**src/rtl/vend_change_dispenser_pkg.sv**
```systemverilog
// -----------------------------------------------------------------------------
// vend_pkg
// Shared definitions for the vending datapath: the 2-bit coin encoding used on
// both the coin input path and the change hopper, a code-to-rupees helper, and
// the state encoding of the change dispenser FSM.
// -----------------------------------------------------------------------------
package vend_pkg;

  localparam logic [1:0] COIN_NONE = 2'b00;
  localparam logic [1:0] COIN_R1   = 2'b01;
  localparam logic [1:0] COIN_R2   = 2'b10;

  typedef enum logic [2:0] {
    ST_IDLE,
    ST_SELECT,
    ST_DISPENSE,
    ST_GAP,
    ST_DONE,
    ST_FAIL
  } disp_state_e;

  // Rupee value of a coin code; the unused code 11 is worth nothing.
  function automatic logic [1:0] coin_value(input logic [1:0] code);
    case (code)
      COIN_R1: return 2'd1;
      COIN_R2: return 2'd2;
      default: return 2'd0;
    endcase
  endfunction

endpackage

```
**src/rtl/vend_change_dispenser_if.sv**
```systemverilog
// -----------------------------------------------------------------------------
// vend_change_dispenser_if
// Request, hopper and status signals of the change dispenser.
//   req_valid/req_ready/req_amount : change request handshake
//   coin_valid/coin_out/coin_ack   : one-coin-at-a-time hopper handshake
//   hopper1_empty/hopper2_empty    : hopper stock flags
//   busy/done/error/shortfall      : transaction status
// master = requester/hopper side, slave = dispenser side.
// -----------------------------------------------------------------------------
interface vend_change_dispenser_if #(
  parameter int AMT_W = 4
) ();

  logic             req_valid;
  logic             req_ready;
  logic [AMT_W-1:0] req_amount;
  logic             coin_valid;
  logic [1:0]       coin_out;
  logic             coin_ack;
  logic             hopper1_empty;
  logic             hopper2_empty;
  logic             busy;
  logic             done;
  logic             error;
  logic [AMT_W-1:0] shortfall;

  modport master (
    output req_valid, req_amount, coin_ack, hopper1_empty, hopper2_empty,
    input  req_ready, coin_valid, coin_out, busy, done, error, shortfall
  );

  modport slave (
    input  req_valid, req_amount, coin_ack, hopper1_empty, hopper2_empty,
    output req_ready, coin_valid, coin_out, busy, done, error, shortfall
  );

endinterface

```
**src/rtl/vend_change_dispenser_timer.sv**
```systemverilog
// -----------------------------------------------------------------------------
// vend_cycle_timer
// Loadable down-counter with an expiry flag. Loading N makes expired assert
// after N enabled cycles, so a phase that must last K cycles loads K-1 and
// leaves on the cycle expired is high.
//   clk, rst   : clock, synchronous active-high reset
//   load       : load load_value (takes priority over counting)
//   load_value : start count
//   enable     : count down by one per cycle, saturating at zero
//   expired    : count is zero
// -----------------------------------------------------------------------------
module vend_cycle_timer #(
  parameter int CNT_W = 8
) (
  input  logic             clk,
  input  logic             rst,
  input  logic             load,
  input  logic [CNT_W-1:0] load_value,
  input  logic             enable,
  output logic             expired
);

  logic [CNT_W-1:0] count_reg;

  always_ff @(posedge clk) begin
    if (rst) begin
      count_reg <= '0;
    end else if (load) begin
      count_reg <= load_value;
    end else if (enable && (count_reg != '0)) begin
      count_reg <= count_reg - CNT_W'(1);
    end
  end

  assign expired = (count_reg == '0);

endmodule

```
**src/rtl/vend_change_dispenser.sv**
```systemverilog
// -----------------------------------------------------------------------------
// vend_change_dispenser
// Pays out a change amount one coin at a time, preferring two-rupee coins and
// falling back to one-rupee coins when the two-rupee hopper is empty. Any
// amount that cannot be paid (empty hoppers or hopper ack timeout) is reported
// as shortfall with an error pulse alongside done.
//   clk, rst : clock, synchronous active-high reset
//   bus      : vend_change_dispenser_if.slave (request, hopper, status)
// All outputs are registered; each is derived from the next state so it lines
// up with the state it describes.
// -----------------------------------------------------------------------------
module vend_change_dispenser
  import vend_pkg::*;
#(
  parameter int AMT_W       = 4,
  parameter int ACK_TIMEOUT = 15,
  parameter int GAP_CYCLES  = 2
) (
  input  logic                    clk,
  input  logic                    rst,
  vend_change_dispenser_if.slave  bus
);

  localparam int TMR_W = 8;
  // Both phases leave on the cycle the timer reads zero, hence the -1.
  localparam logic [TMR_W-1:0] ACK_LOAD = TMR_W'(ACK_TIMEOUT - 1);
  localparam logic [TMR_W-1:0] GAP_LOAD = TMR_W'(GAP_CYCLES - 1);

  disp_state_e      state_reg, state_next;
  logic [AMT_W-1:0] remaining_reg, remaining_next;
  logic [AMT_W-1:0] shortfall_reg, shortfall_next;
  logic [1:0]       coin_reg, coin_next;
  logic             req_ready_reg;
  logic             coin_valid_reg;
  logic             busy_reg;
  logic             done_reg;
  logic             error_reg;

  logic             tmr_load;
  logic [TMR_W-1:0] tmr_load_value;
  logic             tmr_enable;
  logic             tmr_expired;

  // One timer serves both the ack timeout and the inter-coin gap; the two
  // phases never overlap, and each is reloaded on entry.
  vend_cycle_timer #(
    .CNT_W (TMR_W)
  ) u_timer (
    .clk        (clk),
    .rst        (rst),
    .load       (tmr_load),
    .load_value (tmr_load_value),
    .enable     (tmr_enable),
    .expired    (tmr_expired)
  );

  assign tmr_enable = (state_reg == ST_DISPENSE) || (state_reg == ST_GAP);

  always_comb begin
    state_next     = state_reg;
    remaining_next = remaining_reg;
    shortfall_next = shortfall_reg;
    coin_next      = coin_reg;
    tmr_load       = 1'b0;
    tmr_load_value = ACK_LOAD;

    case (state_reg)
      ST_IDLE: begin
        if (bus.req_valid && req_ready_reg) begin
          remaining_next = bus.req_amount;
          shortfall_next = '0;
          state_next     = ST_SELECT;
        end
      end

      ST_SELECT: begin
        if (remaining_reg == '0) begin
          state_next = ST_DONE;
        end else if ((remaining_reg >= AMT_W'(2)) && !bus.hopper2_empty) begin
          coin_next      = COIN_R2;
          tmr_load       = 1'b1;
          tmr_load_value = ACK_LOAD;
          state_next     = ST_DISPENSE;
        end else if (!bus.hopper1_empty) begin
          // remaining is non-zero here, so a one-rupee coin always fits.
          coin_next      = COIN_R1;
          tmr_load       = 1'b1;
          tmr_load_value = ACK_LOAD;
          state_next     = ST_DISPENSE;
        end else begin
          shortfall_next = remaining_reg;
          state_next     = ST_FAIL;
        end
      end

      ST_DISPENSE: begin
        // Ack is checked first so an ack on the final timeout cycle still
        // counts the coin.
        if (bus.coin_ack) begin
          remaining_next = remaining_reg - AMT_W'(coin_value(coin_reg));
          coin_next      = COIN_NONE;
          tmr_load       = 1'b1;
          tmr_load_value = GAP_LOAD;
          state_next     = ST_GAP;
        end else if (tmr_expired) begin
          coin_next      = COIN_NONE;
          shortfall_next = remaining_reg;
          state_next     = ST_FAIL;
        end
      end

      ST_GAP: begin
        if (tmr_expired) begin
          state_next = ST_SELECT;
        end
      end

      ST_DONE: state_next = ST_IDLE;
      ST_FAIL: state_next = ST_IDLE;
      default: state_next = ST_IDLE;
    endcase
  end

  always_ff @(posedge clk) begin
    if (rst) begin
      state_reg      <= ST_IDLE;
      remaining_reg  <= '0;
      shortfall_reg  <= '0;
      coin_reg       <= COIN_NONE;
      req_ready_reg  <= 1'b1;
      coin_valid_reg <= 1'b0;
      busy_reg       <= 1'b0;
      done_reg       <= 1'b0;
      error_reg      <= 1'b0;
    end else begin
      state_reg      <= state_next;
      remaining_reg  <= remaining_next;
      shortfall_reg  <= shortfall_next;
      coin_reg       <= coin_next;
      req_ready_reg  <= (state_next == ST_IDLE);
      coin_valid_reg <= (state_next == ST_DISPENSE);
      busy_reg       <= (state_next != ST_IDLE);
      done_reg       <= (state_next == ST_DONE) || (state_next == ST_FAIL);
      error_reg      <= (state_next == ST_FAIL);
    end
  end

  assign bus.req_ready  = req_ready_reg;
  assign bus.coin_valid = coin_valid_reg;
  assign bus.coin_out   = coin_reg;
  assign bus.busy       = busy_reg;
  assign bus.done       = done_reg;
  assign bus.error      = error_reg;
  assign bus.shortfall  = shortfall_reg;

endmodule

```
**src/flat_wrapper.sv**
```systemverilog
// flat-port wrapper written by rule: the top's interface ports become plain ports
module vend_change_dispenser_flat import vend_pkg::*;
#(
  parameter int AMT_W       = 4,
  parameter int ACK_TIMEOUT = 15,
  parameter int GAP_CYCLES  = 2
)
  (clk, rst, bus_req_valid, bus_req_amount, bus_coin_ack, bus_hopper1_empty, bus_hopper2_empty, bus_req_ready, bus_coin_valid, bus_coin_out, bus_busy, bus_done, bus_error, bus_shortfall);
  vend_change_dispenser_if #(.AMT_W(AMT_W)) bus_i ();
  input  logic clk;
  input  logic rst;
  input wire logic [$bits(bus_i.req_valid)-1:0] bus_req_valid;
  input wire logic [$bits(bus_i.req_amount)-1:0] bus_req_amount;
  input wire logic [$bits(bus_i.coin_ack)-1:0] bus_coin_ack;
  input wire logic [$bits(bus_i.hopper1_empty)-1:0] bus_hopper1_empty;
  input wire logic [$bits(bus_i.hopper2_empty)-1:0] bus_hopper2_empty;
  output wire logic [$bits(bus_i.req_ready)-1:0] bus_req_ready;
  output wire logic [$bits(bus_i.coin_valid)-1:0] bus_coin_valid;
  output wire logic [$bits(bus_i.coin_out)-1:0] bus_coin_out;
  output wire logic [$bits(bus_i.busy)-1:0] bus_busy;
  output wire logic [$bits(bus_i.done)-1:0] bus_done;
  output wire logic [$bits(bus_i.error)-1:0] bus_error;
  output wire logic [$bits(bus_i.shortfall)-1:0] bus_shortfall;
  assign bus_i.req_valid = bus_req_valid;
  assign bus_i.req_amount = bus_req_amount;
  assign bus_i.coin_ack = bus_coin_ack;
  assign bus_i.hopper1_empty = bus_hopper1_empty;
  assign bus_i.hopper2_empty = bus_hopper2_empty;
  assign bus_req_ready = bus_i.req_ready;
  assign bus_coin_valid = bus_i.coin_valid;
  assign bus_coin_out = bus_i.coin_out;
  assign bus_busy = bus_i.busy;
  assign bus_done = bus_i.done;
  assign bus_error = bus_i.error;
  assign bus_shortfall = bus_i.shortfall;
  vend_change_dispenser #(.AMT_W(AMT_W), .ACK_TIMEOUT(ACK_TIMEOUT), .GAP_CYCLES(GAP_CYCLES)) u_core (.clk(clk), .rst(rst), .bus(bus_i));
endmodule
```
**config.mk**
```make
export PLATFORM = sky130hd
export DESIGN_NAME = vend_change_dispenser_flat
export DESIGN_NICKNAME = d
export VERILOG_FILES = /design/src/rtl/vend_change_dispenser_pkg.sv /design/src/rtl/vend_change_dispenser_if.sv /design/src/rtl/vend_change_dispenser_timer.sv /design/src/rtl/vend_change_dispenser.sv /design/src/flat_wrapper.sv
export SDC_FILE = /design/constraint.sdc
export NUM_CORES = 1
export LEC_CHECK = 0
export BUFFER_PORTS_ARGS = -buffer_cell sky130_fd_sc_hd__buf_4
export CORE_MARGIN = 1
export CORE_UTILIZATION = 40
export DETAILED_ROUTE_END_ITERATION = 16
export HOLD_SLACK_MARGIN = 0.02
export PLACE_DENSITY = 0.63
export SLEW_MARGIN = 20
export SYNTH_ARGS = -nofsm -noshare
export SYNTH_HDL_FRONTEND = slang
export SYNTH_SLANG_ARGS = --single-unit
export TNS_END_PERCENT = 20
```
**constraint.sdc**
```tcl
create_clock -name clk -period 5.25 [get_ports clk]
set_clock_uncertainty 0.05 [all_clocks]
set_input_delay 0.2625 -clock clk [delete_from_list [all_inputs] [get_ports clk]]
set_output_delay 0.2625 -clock clk [all_outputs]
set_load 0.02 [all_outputs]
```
==> summary.txt <==
Run status
  • Status: complete, no violations

Floorplanning
  • Die height: between 60 and 70 um
  • Die W: a little over 60 um
  • Die area: about 0.0038 mm^2
  • Initial Util: 0.418
  • Row Count: 21
  • Boundary Pins: 21
  • Core box area: about 0.0034 mm^2

Critical path
  • Critical-path cell list: inv_1 -> ha_1 -> nor3b_2 -> nand2_2 -> or3_4 -> a221oi_4 -> mux2i_1
  • Crit end category: flop
  • Crit Path Class: flop to flop
  • Crit path required time: ~5500 ps
  • Family with the most delay on the worst path: simple AND/OR/NAND/NOR gates
  • Worst-path maximum fanout: 5
  • Critical Path Max Stage Delay: ~400 ps
  • WP data arrival: around 2400 ps
  • Worst path bufs/invs: 1
  • Critical path launch point type: flop
  • Slowest cell on crit path: a221oi_4

Cells and area
  • Fillers: 381
  • Nets: between 150 and 200
  • Layout cells sized above 1: 0.158
  • Layout area overhead: 14.1%
  • Number of flip-flops under the largest register name: 8
  • Antenna fix cells: 0
  • Design area: between 0.0015 and 0.002 mm^2
  • Final Non-Filler Cells: 229

Route
  • Routed WL: approximately 3000 um
  • Routed length per instance: around 13 um
  • Router iterations before antenna repair: 4
  • Detail Route Antenna Nets: 0
  • DR iter-0 viols: 59
  • Drt drc: 0
  • Vias: roughly 1200
  • Post-DR vias/cell: 5.32

STA
  • Final Hold Vio Count: 0
  • Setup-failing EPs final: 0
  • FMAX: 461 MHz
  • Slew headroom: 0.318
  • Final worst slack: just over 3000 ps
  • Max-slew violation total from the final report: 0
  • RSZ-0062 raised after global routing: no
  • Tmin final: about 2200 ps
  • Setup_tns: 0 ps
  • Crit share post-route: 0.413
  • Actual slew at the worst max-slew pin: between 1000 and 1500 ps

Global route
  • GR Util All Layers: 0.171
  • First-pass GRT wire length: roughly 4800 um
  • Initial antenna violation count: 0
  • Vias in the first global route: 1150
  • Largest net degree at the start of global routing: 18
  • Remaining Overflow, GRT: 0

Clock tree
  • Clock buffer count from CTS: 3
  • Hold buffers post-CTS: 0
  • Skew-Pair Late Insertion Delay: approximately 320 ps
  • Reg clk slew, reported paths: about 140 ps
  • CTS sink cnt: 26
  • Post-CTS Setup Bufs: 0
  • CTS H-tree lvls: 1
  • Max Buffers Root-to-Sink: 2
  • CTS tree: done
  • CTS root buffer: clkbuf_4
  • Gates resized, CTS repair: 0

Synth
  • Sequential area share after synthesis: 0.370
  • Synthesis warning total: 0
  • Synth top area cells: dfxtp_1 (37%), nand2_1 (5.1%), nor2_1 (5.1%)
  • Flops & latches, synth: 26
  • Syn Nets: 180
  • Most frequent cell after synthesis: dfxtp_1
  • Top post-synthesis cells by count: dfxtp_1 (26), nand2_1 (19), nor2_1 (19)
  • Post-Synthesis Cell Area: around 0.0014 mm^2
  • Avg Cell Area, Syn: about 8.5 um^2
  • Yosys cell types: between 40 and 50
  • Leading area contributor after synthesis: dfxtp_1
  • Area share of the largest cell type after synthesis: 0.370
  • Mapped Cells: approximately 170
  • Post-synth ARST share: 0
  • Dominant synthesized flop cell: dfxtp_1
  • Post-synth EDFFs: 0

Placed design
  • Port bufs: 20
  • Placed cell count: about 230
  • Hpwl dp: 2230 um
  • Placed cell area: roughly 0.0016 mm^2
  • Setup WS pre-CTS: around 3000 ps
  • Gpl congestion: just over 0.8

Pwr
  • Leakage Power: 0.655 nW
  • Pwr/cell area: approximately 430 mW/mm^2
  • Worst IR Drop VDD: ~0.23 mV

Job
  • Max_cap viols: 0

Worst hold path
  • Hold crit path type: primary input to flop
## metal layers
| layer | GRT usage | wire, um | up-vias |
|---|---|---|---|
| met2 | 0.301 | 1470 | 24 |
| li1 | - | - | 613 |
| met4 | 0.0747 | 53 | 0 |
| met1 | 0.207 | 1380 | 575 |
| met5 | 0 | 0 | - |
| met3 | 0.0231 | 81 | 6 |
## power breakdown
part	internal [mW]	switching, mW
combinational	0.139	0.176
sequential	0.237	0.0451
clock	0.0269	0.0582
total	0.403	0.280
## per-stage QoR
step / hold slack, ps / utilization / power (mW)
global route: 167 / 0.477 / 0.737
detailed placement: 416 / 0.470 / 0.600
global placement: 414 / 0.470 / 0.589
finish: 169 / 0.477 / 0.683
CTS: 169 / 0.477 / 0.685
floorplan: 372 / - / 0.522
## logic make-up (layout without fill, tap and decap cells)
| group | Yosys count | count (layout) | share of synthesized area |
|---|---|---|---|
| muxes | 4 | 4 | 0.0285 |
| AOI/OAI and AO/OA | 35 | 35 | 0.178 |
| adders and majority gates | 4 | 4 | 0.0409 |
| buffers and inverters | 13 | 30 | 0.0418 |
| DFF | 26 | 26 | 0.370 |
| xor gates and xnor gates | 7 | 7 | 0.0436 |
| and+or+nand+nor | 77 | 77 | 0.297 |
## placed cells by master (no fill, tap or decap), types with 2 or more instances in the layout
master and count:
dfxtp_1 26, buf_4 20, nand2_1 19, nor2_1 19
nand2b_1 10, a21oi_1 10, inv_1 7, o21ai_0 6
nor2b_1 5, nor3_1 4, mux2i_1 4, xor2_1 4
o31ai_1 3, nand3_1 3, xnor2_1 3, a211oi_1 3
ha_1 3, clkbuf_4 3, nor3b_1 2, and2_1 2
and3_1 2, nand3b_1 2, a211o_1 2, a22oi_1 2
## area by class of cell
| class | instances | area (um^2) | share of cell area |
|---|---|---|---|
| multi-input cells | 127 | 827 | 0.516 |
| flip-flops and latches | 26 | 520 | 0.324 |
| repair buffers | 20 | 150 | 0.0936 |
| well taps | 46 | 57.6 | 0.0359 |
| inverters | 7 | 26.3 | 0.0164 |
| clock buffers | 3 | 22.5 | 0.0140 |
## worst paths after layout
path / cells after the start / startpoint / endpoint / slack [ps]
worst max-delay path: 7 / u_core.u_timer.count_reg[0] / u_core.bus.shortfall[2] / 3080
worst min-delay path: 2 / rst / u_core.remaining_reg[1] / 170
worst max register to register: 7 / u_core.u_timer.count_reg[0] / u_core.bus.shortfall[2] / 3080
worst min register to register: 2 / u_core.bus.shortfall[0] / u_core.bus.shortfall[0] / 440
Power figures use the tool's default switching activity.
